--- config.mk ---
export PLATFORM = sky130hd
export DESIGN_NAME = div8u_seq_flat
export DESIGN_NICKNAME = d
export VERILOG_FILES = /design/src/rtl/div_pkg.sv /design/src/rtl/div8u_seq_if.sv /design/src/rtl/div_addsub.sv /design/src/rtl/div8u_seq.sv /design/src/flat_wrapper.sv
export SDC_FILE = /design/constraint.sdc
export NUM_CORES = 1
export LEC_CHECK = 0
export ABC_AREA = 1
export CAP_MARGIN = 20
export CORE_MARGIN = 10
export CORE_UTILIZATION = 37
export CTS_CLUSTER_DIAMETER = 80
export DETAILED_ROUTE_END_ITERATION = 6
export PLACE_DENSITY_LB_ADDON = 0.12
export REMOVE_ABC_BUFFERS = 1
export SYNTH_ARGS = -nofsm -noshare
export SYNTH_HDL_FRONTEND = slang
export SYNTH_SLANG_ARGS = --single-unit
export TNS_END_PERCENT = 5
--- constraint.sdc ---
create_clock -name CK -period 2.4 [get_ports CK]
set_input_delay 0.24 -clock CK [delete_from_list [all_inputs] [get_ports CK]]
set_output_delay 0.24 -clock CK [all_outputs]
set_load 0.01 [all_outputs]
--- src/rtl/div_pkg.sv ---
// Shared definitions for the sequential divider: FSM encoding, counter sizing, divide-by-zero fill.
package div_pkg;

    typedef enum logic [1:0] {
        ST_IDLE = 2'd0,
        ST_CALC = 2'd1,
        ST_FIN  = 2'd2
    } state_t;

    // Quotient bit pattern reported on divide by zero (all ones)
    localparam logic DZ_FILL = 1'b1;

    function automatic int unsigned clog2(input int unsigned n);
        int unsigned r;
        r = 0;
        for (int unsigned i = 0; i < 32; i++) begin
            if ((32'd1 << i) < n) r = i + 1;
        end
        return (r == 0) ? 1 : r;
    endfunction

endpackage

--- src/rtl/div8u_seq_if.sv ---
// Request/result bundle of the sequential divider.
interface div8u_seq_if #(
    parameter int unsigned WIDTH = 8
);
    logic             START;
    logic             SGN;
    logic [WIDTH-1:0] DVD;
    logic [WIDTH-1:0] DVS;
    logic             BUSY;
    logic             DONE;
    logic [WIDTH-1:0] QUO;
    logic [WIDTH-1:0] REM;
    logic             DZ;

    modport master (output START, SGN, DVD, DVS, input BUSY, DONE, QUO, REM, DZ);
    modport slave  (input START, SGN, DVD, DVS, output BUSY, DONE, QUO, REM, DZ);
endinterface

--- src/rtl/div_addsub.sv ---
// N-bit add/subtract slice; con=1 subtracts (a-b), bout_c is carry-out on add, borrow-out on subtract.
module div_addsub #(
    parameter int unsigned N = 9
) (
    input  logic [N-1:0] a,
    input  logic [N-1:0] b,
    input  logic         con,
    output logic [N-1:0] sum_c,
    output logic         bout_c
);
    logic carry;

    assign {carry, sum_c} = {1'b0, a} + {1'b0, b ^ {N{con}}} + (N+1)'(con);
    assign bout_c = carry ^ con;
endmodule

--- src/rtl/div8u_seq.sv ---
// Sequential restoring divider, one trial subtract per clock.
// Optional two's complement mode under macro DIV_SIGNED_EN.
module div8u_seq
    import div_pkg::*;
#(
    parameter int unsigned WIDTH = 8
) (
    input logic        CK,
    input logic        RSTN,
    div8u_seq_if.slave bus
);
    localparam int unsigned CW = clog2(WIDTH);

    state_t           state, state_nxt;
    logic             accept_c, last_c;
    logic [WIDTH-1:0] d, r, q, dvs;
    logic [CW-1:0]    count;
    logic [WIDTH:0]   p_c, t_c;
    logic             borrow_c;
    logic [WIDTH-1:0] r_nxt_c, q_nxt_c;
    logic [WIDTH-1:0] dvd_mag_c, dvs_mag_c, quo_fix_c, rem_fix_c;
    logic             busy, done, dz;
    logic [WIDTH-1:0] quo, rem;

    assign last_c = (count == '0);

    always_ff @(posedge CK or negedge RSTN) begin
        if (!RSTN) state <= ST_IDLE;
        else       state <= state_nxt;
    end

    // Accept is possible in IDLE and on the DONE cycle; zero divisor skips straight to FIN
    always_comb begin
        state_nxt = state;
        accept_c  = 1'b0;
        case (state)
            ST_IDLE, ST_FIN: begin
                state_nxt = ST_IDLE;
                if (bus.START) begin
                    accept_c  = 1'b1;
                    state_nxt = (bus.DVS == '0) ? ST_FIN : ST_CALC;
                end
            end
            ST_CALC: if (last_c) state_nxt = ST_FIN;
            default: state_nxt = ST_IDLE;
        endcase
    end

    assign p_c = {r, d[WIDTH-1]};

    div_addsub #(.N(WIDTH + 1)) u_addsub (
        .a      (p_c),
        .b      ({1'b0, dvs}),
        .con    (1'b1),
        .sum_c  (t_c),
        .bout_c (borrow_c)
    );

    assign r_nxt_c = borrow_c ? p_c[WIDTH-1:0] : t_c[WIDTH-1:0];
    assign q_nxt_c = {q[WIDTH-2:0], ~borrow_c};

    // Remainder stays below the divisor, so the slice MSBs carry no information
    wire unused_msb = t_c[WIDTH] ^ p_c[WIDTH];

`ifdef DIV_SIGNED_EN
    logic neg_q, neg_r;
    logic dvd_neg_c, dvs_neg_c;

    assign dvd_neg_c = bus.SGN & bus.DVD[WIDTH-1];
    assign dvs_neg_c = bus.SGN & bus.DVS[WIDTH-1];
    assign dvd_mag_c = dvd_neg_c ? WIDTH'(-bus.DVD) : bus.DVD;
    assign dvs_mag_c = dvs_neg_c ? WIDTH'(-bus.DVS) : bus.DVS;

    always_ff @(posedge CK or negedge RSTN) begin
        if (!RSTN) begin
            neg_q <= 1'b0;
            neg_r <= 1'b0;
        end else if (accept_c) begin
            neg_q <= dvd_neg_c ^ dvs_neg_c;
            neg_r <= dvd_neg_c;
        end
    end

    assign quo_fix_c = neg_q ? WIDTH'(-q_nxt_c) : q_nxt_c;
    assign rem_fix_c = neg_r ? WIDTH'(-r_nxt_c) : r_nxt_c;
`else
    wire unused_sgn = bus.SGN;

    assign dvd_mag_c = bus.DVD;
    assign dvs_mag_c = bus.DVS;
    assign quo_fix_c = q_nxt_c;
    assign rem_fix_c = r_nxt_c;
`endif

    // Datapath, counter and registered result/status
    always_ff @(posedge CK or negedge RSTN) begin
        if (!RSTN) begin
            d     <= '0;
            r     <= '0;
            q     <= '0;
            dvs   <= '0;
            count <= '0;
            busy  <= 1'b0;
            done  <= 1'b0;
            dz    <= 1'b0;
            quo   <= '0;
            rem   <= '0;
        end else begin
            if (accept_c) begin
                d     <= dvd_mag_c;
                dvs   <= dvs_mag_c;
                r     <= '0;
                q     <= '0;
                count <= CW'(WIDTH - 1);
            end else if (state == ST_CALC) begin
                d     <= {d[WIDTH-2:0], 1'b0};
                r     <= r_nxt_c;
                q     <= q_nxt_c;
                count <= count - CW'(1);
            end

            busy <= (state_nxt == ST_CALC);
            done <= (state_nxt == ST_FIN);

            if (accept_c && (bus.DVS == '0)) begin
                quo <= {WIDTH{DZ_FILL}};
                rem <= bus.DVD;
                dz  <= 1'b1;
            end else if ((state == ST_CALC) && last_c) begin
                quo <= quo_fix_c;
                rem <= rem_fix_c;
                dz  <= 1'b0;
            end
        end
    end

    assign bus.BUSY = busy;
    assign bus.DONE = done;
    assign bus.QUO  = quo;
    assign bus.REM  = rem;
    assign bus.DZ   = dz;

endmodule
--- src/flat_wrapper.sv ---
// flat-port wrapper written by rule: the top's interface ports become plain ports
module div8u_seq_flat import div_pkg::*;
#(
    parameter int unsigned WIDTH = 8
)
  (CK, RSTN, bus_START, bus_SGN, bus_DVD, bus_DVS, bus_BUSY, bus_DONE, bus_QUO, bus_REM, bus_DZ);
  div8u_seq_if #(.WIDTH(WIDTH)) bus_i ();
  input logic CK;
  input logic RSTN;
  input wire logic [$bits(bus_i.START)-1:0] bus_START;
  input wire logic [$bits(bus_i.SGN)-1:0] bus_SGN;
  input wire logic [$bits(bus_i.DVD)-1:0] bus_DVD;
  input wire logic [$bits(bus_i.DVS)-1:0] bus_DVS;
  output wire logic [$bits(bus_i.BUSY)-1:0] bus_BUSY;
  output wire logic [$bits(bus_i.DONE)-1:0] bus_DONE;
  output wire logic [$bits(bus_i.QUO)-1:0] bus_QUO;
  output wire logic [$bits(bus_i.REM)-1:0] bus_REM;
  output wire logic [$bits(bus_i.DZ)-1:0] bus_DZ;
  assign bus_i.START = bus_START;
  assign bus_i.SGN = bus_SGN;
  assign bus_i.DVD = bus_DVD;
  assign bus_i.DVS = bus_DVS;
  assign bus_BUSY = bus_i.BUSY;
  assign bus_DONE = bus_i.DONE;
  assign bus_QUO = bus_i.QUO;
  assign bus_REM = bus_i.REM;
  assign bus_DZ = bus_i.DZ;
  div8u_seq #(.WIDTH(WIDTH)) u_core (.CK(CK), .RSTN(RSTN), .bus(bus_i));
endmodule
* After elaboration in Yosys (flattened, before gate mapping)
Index checks and enable logic that the tools add are counted. W data, S select, Z words.
Storage, ports and cells: register bits after elaboration 55, bits in latches 0, RAM bits 0, bits in read-only memories 0, output and inout bits 19, word-level logic and storage cells 48, memories kept 0
Cells by class: add/subtract/negate cells 3, $mul 0, divide/modulo/power cells 0, $lt $le $gt $ge 0, equality and inequality tests 4, shifts and indexed selects 0, multiplexer cells 21, bitwise operators 1, reductions and logical operators 8
Operator list (count):
- $mux W8 | 9
- $mux W7 | 2
- $add A10 B1 Y10 const B | 1
- $add A9 B9 Y10 | 1
- $not A8 Y9 | 1
- $logic_not A8 Y1 | 1
- $mux W2 | 3
- $mux W3 | 2
- $eq A2 B1 Y1 const B | 2
- $eq A2 B2 Y1 const B | 2
- $mux W1 | 4
- $pmux W2 S2 | 1
- $reduce_bool A2 Y1 | 2
- $logic_not A3 Y1 | 1
- $sub A3 B1 Y3 const B | 1
- $logic_and A1 B1 Y1 | 2
- $logic_not A2 Y1 | 1
- $reduce_or A2 Y1 | 1

* Longest topological paths before layout
depth in word-level cells 6, depth in mapped cells 12, mapped depth without buffers 12

* Modules after synthesis
From an unflattened synthesis, not the netlist that was laid out.
Second synthesis, totals: cells, all modules 371, area, all modules 3025.4 µm²
Modules (own cells, without submodules):
- div8u_seq | times used 1, cells each 272, area an instance 2467.4 µm²
- div_addsub | times used 1, cells each 99, area an instance 558.0 µm²

* Worst setup path before layout
Ideal clock, no wire load.
kind flip-flop to flip-flop, from register u_core.dvs[3], to register u_core.rem[5], in the netlist u_core.bus.REM[5], library setup time 0.116 ns, arrival time 1.472 ns, setup slack 0.812 ns, cell stages (with the launch flop) 13, cells stage by stage dfrtp_1 inv_1 ha_1 nand2_2 inv_1 nand2_1 nand2_1 nand2_2 nand3_4 nand2_1 nand2_1 nand2_1 nand2_1
On the way: longest elaborated chain between the ends 6
RTL lines:
- start: declaration | line div8u_seq.sv:16 | logic [WIDTH-1:0] d, r, q, dvs;
- start signal: assignment | line div8u_seq.sv:111 | dvs <= dvs_mag_c;
- $not A8 Y9 (no source line)
- $add A9 B9 Y10 | line div_addsub.sv:13 | assign {carry, sum_c} = {1'b0, a} + {1'b0, b ^ {N{con}}} + (N+1)'(con);
- $add A10 B1 Y10 | line div_addsub.sv:13
- $mux W8 | line div8u_seq.sv:59 | assign r_nxt_c = borrow_c ? p_c[WIDTH-1:0] : t_c[WIDTH-1:0];
- $mux W8 | line div8u_seq.sv:129 | end else if ((state == ST_CALC) && last_c) begin
- $mux W8 | line div8u_seq.sv:125 | if (accept_c && (bus.DVS == '0)) begin
- end signal: assignment | line div8u_seq.sv:127 | rem <= bus.DVD;
- end signal: assignment | line div8u_seq.sv:131 | rem <= rem_fix_c;
- end: declaration | line div8u_seq.sv:23 | logic [WIDTH-1:0] quo, rem;
Every way passes these cells. The select of a mux whose other input is x is not followed. A chain may end at the register's enable or synchronous reset.

* Final worst setup path
from register u_core.r[5], to register u_core.rem[5], in the netlist u_core.bus.REM[5]
On the way: longest elaborated chain between the ends 5
RTL lines:
- start: declaration | line div8u_seq.sv:16
- start signal: assignment | line div8u_seq.sv:117 | r <= r_nxt_c;
- $add A9 B9 Y10 | line div_addsub.sv:13
- $add A10 B1 Y10 | line div_addsub.sv:13
- $mux W8 | line div8u_seq.sv:59
- $mux W8 | line div8u_seq.sv:129
- $mux W8 | line div8u_seq.sv:125
Every way passes these cells. The select of a mux whose other input is x is not followed.

==> PnR_summary.wiki <==
{| class="wikitable"
! Metric !! Value
|-
| Worst reg2reg endpoint || u_core.bus.REM[5]
|-
| Max-cap check violation count || 0
|-
| Total congestion overflow after global routing || 0
|-
| Critical Path End || u_core.bus.REM[5]
|-
| Clock slew at the register clock pins of the worst setup and hold paths || 0.11 ns
|-
| Sum of routed wire length over all layers || 6.66 mm
|-
| Via count normalized by instance count || 4.79
|-
| Number of H-tree branching levels || 2
|-
| Most frequent cells in the layout || sky130_fd_sc_hd__nand2_1 (88), sky130_fd_sc_hd__dfrtp_1 (55), sky130_fd_sc_hd__inv_1 (52), sky130_fd_sc_hd__nand3_1 (39), sky130_fd_sc_hd__clkdlybuf4s50_1 (36)
|-
| Instance area at placement || 3330 µm²
|-
| CP required || 2.62 ns
|-
| Number of warnings reported in the yosys synthesis log || 0
|-
| Initial antenna violation count || 0
|-
| Final HPWL DP || 4.90 mm
|-
| Util after Layout || 46.6%
|-
| Die span in y || 108 µm
|-
| Maximum clock skew at final layout || 0.00937 ns
|-
| Minimum clock period after layout || 1.85 ns
|-
| Register area || 1380 µm²
|-
| Library cell occupying the most area in the post-synthesis netlist || sky130_fd_sc_hd__dfrtp_1
|-
| Final hold violation count || 0
|-
| Worst-case reg-to-reg path depth || 9
|-
| Remaining design rule violation count || 0
|-
| Insertion delay of the later-clocked pin in the worst-skew pair || 0.31 ns
|-
| Cell count after placement || 471
|-
| Arrival time reported for the critical path endpoint || 2.07 ns
|-
| Area fraction of the dominant cell type after synthesis || 48.2%
|-
| Post-route setup slack || 0.548 ns
|-
| Area occupied by multi-input gates || 1200 µm²
|-
| Number of rows in the core area || 31
|-
| Met1 GRT Util || 15.5%
|-
| Cell Count, Final, Fillers Out || 480
|-
| Via count of the first global-routing pass || 2353
|-
| Area of the die || 11600 µm²
|-
| Power density normalized to cell area || 1380 nW/µm²
|-
| Crit Path Class || reg -> reg
|-
| M3 GR Usage || 3.17%
|-
| Post-route ant nets || 0
|-
| RD Place Congestion || 0.847
|-
| Die boundary width || 108 µm
|-
| Max_slew headroom || 60.3%
|-
| Worst Setup Start Kind || flip-flop
|-
| Vias post-DR || 2301
|-
| Largest net degree at the start of global routing || 32
|-
| Path class of the lowest-slack min-delay path || in -> async
|-
| Wire length per cell || 13.9 µm
|-
| Mapped Avg Cell Area || 8.39 µm²
|-
| Part of the Yosys area used for sequential elements || 48.2%
|-
| Number of inserted filler cells in the final layout || 745
|-
| Status || finished, final reports clean
|-
| Number of detailed-routing iterations run before antenna repair || 4
|-
| Bufs on Longest Clock Path || 2
|-
| Share of final-layout standard cells stronger than drive strength 1 || 8.92%
|-
| Worst flop-to-flop path startpoint || u_core.r[5]
|-
| Placeable Area || 7370 µm²
|-
| Count of port buffers added during placement || 37
|-
| Mapped cell area || 2850 µm²
|-
| Count of different cell masters after synthesis || 30
|-
| Post-layout instance area || 3440 µm²
|-
| Nets || 411
|-
| Number of clock buffers inserted by TritonCTS || 5
|-
| Overall global routing resource usage || 12.2%
|-
| Smallest hold slack || 0.457 ns
|-
| Final Max Slew Viols || 0
|-
| Layout Area Growth over Synthesis || 20.4%
|-
| Category of the worst setup path capture point || flip-flop
|-
| Global routing's busiest layer || met2
|-
| FF-to-FF setup slack || 0.55 ns
|-
| Total of flip-flops plus latches after synthesis || 55
|-
| Async SR Flop Fraction || 100%
|-
| Most frequent standard cell in the layout excluding fill and tap cells || sky130_fd_sc_hd__nand2_1
|-
| Number of violations reported at the end of detailed-routing iteration 0 || 102
|-
| Final setup TNS || 0 ns
|-
| Leak || 1.71 nW
|-
| Number of flops mapped to enable cells by yosys || 0
|-
| RSZ-0062 raised after global routing || false
|-
| Worst setup path startpoint || u_core.r[5]
|-
| Initial core utilization || 38.7%
|-
| Pre-CTS worst setup slack || 0.537 ns
|-
| Final Power || 4.74 mW
|-
| First-pass GRT wire length || 11.6 mm
|-
| Top-Level Pins || 39
|-
| Largest fanout on the critical path || 10
|-
| Worst-margin pin slew || 0.596 ns
|-
| M2 GR Usage || 19.9%
|-
| Instance count of the mapped netlist || 340
|-
| Largest voltage drop on the vdd net || 0.553 mV
|-
| Number of antenna diodes || 0
|-
| Peak clock frequency supported by timing || 540 MHz
|-
| Final setup violating endpoints || 0
|-
| Clk sink count || 55
|-
| Number of post-CTS setup repair buffers || 0
|-
| TritonCTS clock tree || yes
|-
| Final cycle utilization of the critical path || 77.2%
|-
| Cell at the root of the clock tree || sky130_fd_sc_hd__clkbuf_8
|-
| Main synth FF type || sky130_fd_sc_hd__dfrtp_1
|-
| Main area contributors after synthesis || sky130_fd_sc_hd__dfrtp_1 (48%), sky130_fd_sc_hd__nand2_1 (12%), sky130_fd_sc_hd__nand3_1 (6.8%), sky130_fd_sc_hd__inv_1 (6.8%), sky130_fd_sc_hd__ha_1 (4.4%)
|}
cell usage after synthesis (4+ instances only):
master	number
sky130_fd_sc_hd__a21oi_1	9
sky130_fd_sc_hd__clkbuf_1	4
sky130_fd_sc_hd__dfrtp_1	55
sky130_fd_sc_hd__ha_1	10
sky130_fd_sc_hd__inv_1	52
sky130_fd_sc_hd__inv_2	4
sky130_fd_sc_hd__nand2_1	88
sky130_fd_sc_hd__nand2_2	4
sky130_fd_sc_hd__nand3_1	39
sky130_fd_sc_hd__nand4_1	12
sky130_fd_sc_hd__nor2_1	12
sky130_fd_sc_hd__o211ai_1	4
sky130_fd_sc_hd__o21ai_0	13
sky130_fd_sc_hd__o22ai_1	5
sequential cells by signal (all words and copies together), names as in the netlist:
register,cells
u_core.dvs,8
u_core.bus.REM,8
u_core.bus.DZ,1
u_core.r,8
u_core.bus.DONE,1
u_core.count,3
u_core.state,2
u_core.bus.BUSY,1
u_core.bus.QUO,8
u_core.d,8
u_core.q,7
routing by layer:
| layer | vias to the layer above | routed length (µm) |
|---|---|---|
| li1 | 1179 | - |
| met1 | 1086 | 3080 |
| met2 | 32 | 3220 |
| met3 | 4 | 310 |
| met4 | 0 | 55 |
| met5 | - | 0 |
timing repair:
action / CTS / global route
hold buffers: 1 / 0
hold endpoints to repair: 24 / 0
gates resized for setup: 0 / 0
layout make-up:
cell class,instances,area share (%)
inverters,56,6.12
clock inverters,2,0.401
clock buffers,6,2.40
well taps,99,3.61
flip-flops and latches,55,40.1
multi-input cells,219,35.0
repair buffers,43,12.4
report_power, final:
part	leakage (nW)	total, mW	internal [mW]	switching, mW
Sequential	0.650	1.54	1.33	0.204
Combinational	1.01	2.65	1.08	1.57
Clock	0.0516	0.556	0.237	0.319
Total	1.71	4.74	2.65	2.09
worst min path at each step:
stage | startpoint | endpoint | depth (start not counted)
2_1_floorplan | RSTN | u_core.bus.BUSY | 0
3_3_place_gp | RSTN | u_core.dvs[7] | 1
3_5_place_dp | RSTN | u_core.dvs[7] | 1
4_1_cts | RSTN | u_core.bus.QUO[0] | 2
5_1_grt | bus_DVS[3] | u_core.dvs[3] | 3
6_report | RSTN | u_core.bus.QUO[0] | 2
critical path, cell delays in order (launching register included):
cell and delay [ns]:
sky130_fd_sc_hd__dfrtp_1 0.43, sky130_fd_sc_hd__ha_1 0.34, sky130_fd_sc_hd__nand2_1 0.09, sky130_fd_sc_hd__nand2_1 0.10, sky130_fd_sc_hd__a21oi_4 0.30, sky130_fd_sc_hd__nand3_4 0.19, sky130_fd_sc_hd__nand2_1 0.11, sky130_fd_sc_hd__nand2_1 0.07
sky130_fd_sc_hd__nand2_1 0.07, sky130_fd_sc_hd__nand2_1 0.05
cell families (layout without fill, tap and decap cells):
group                      Yosys count  after routing  share of synthesized area (%)
and+or+nand+nor                    164            164                           27.2
AOI/OAI and AO/OA                   41             41                           8.99
DFF                                 55             55                           48.2
xor gates and xnor gates             3              3                          0.921
adders and majority gates           11             11                           5.09
buffers and inverters               66            107                           9.60
No activity file was read; power rests on OpenSTA's default activity.
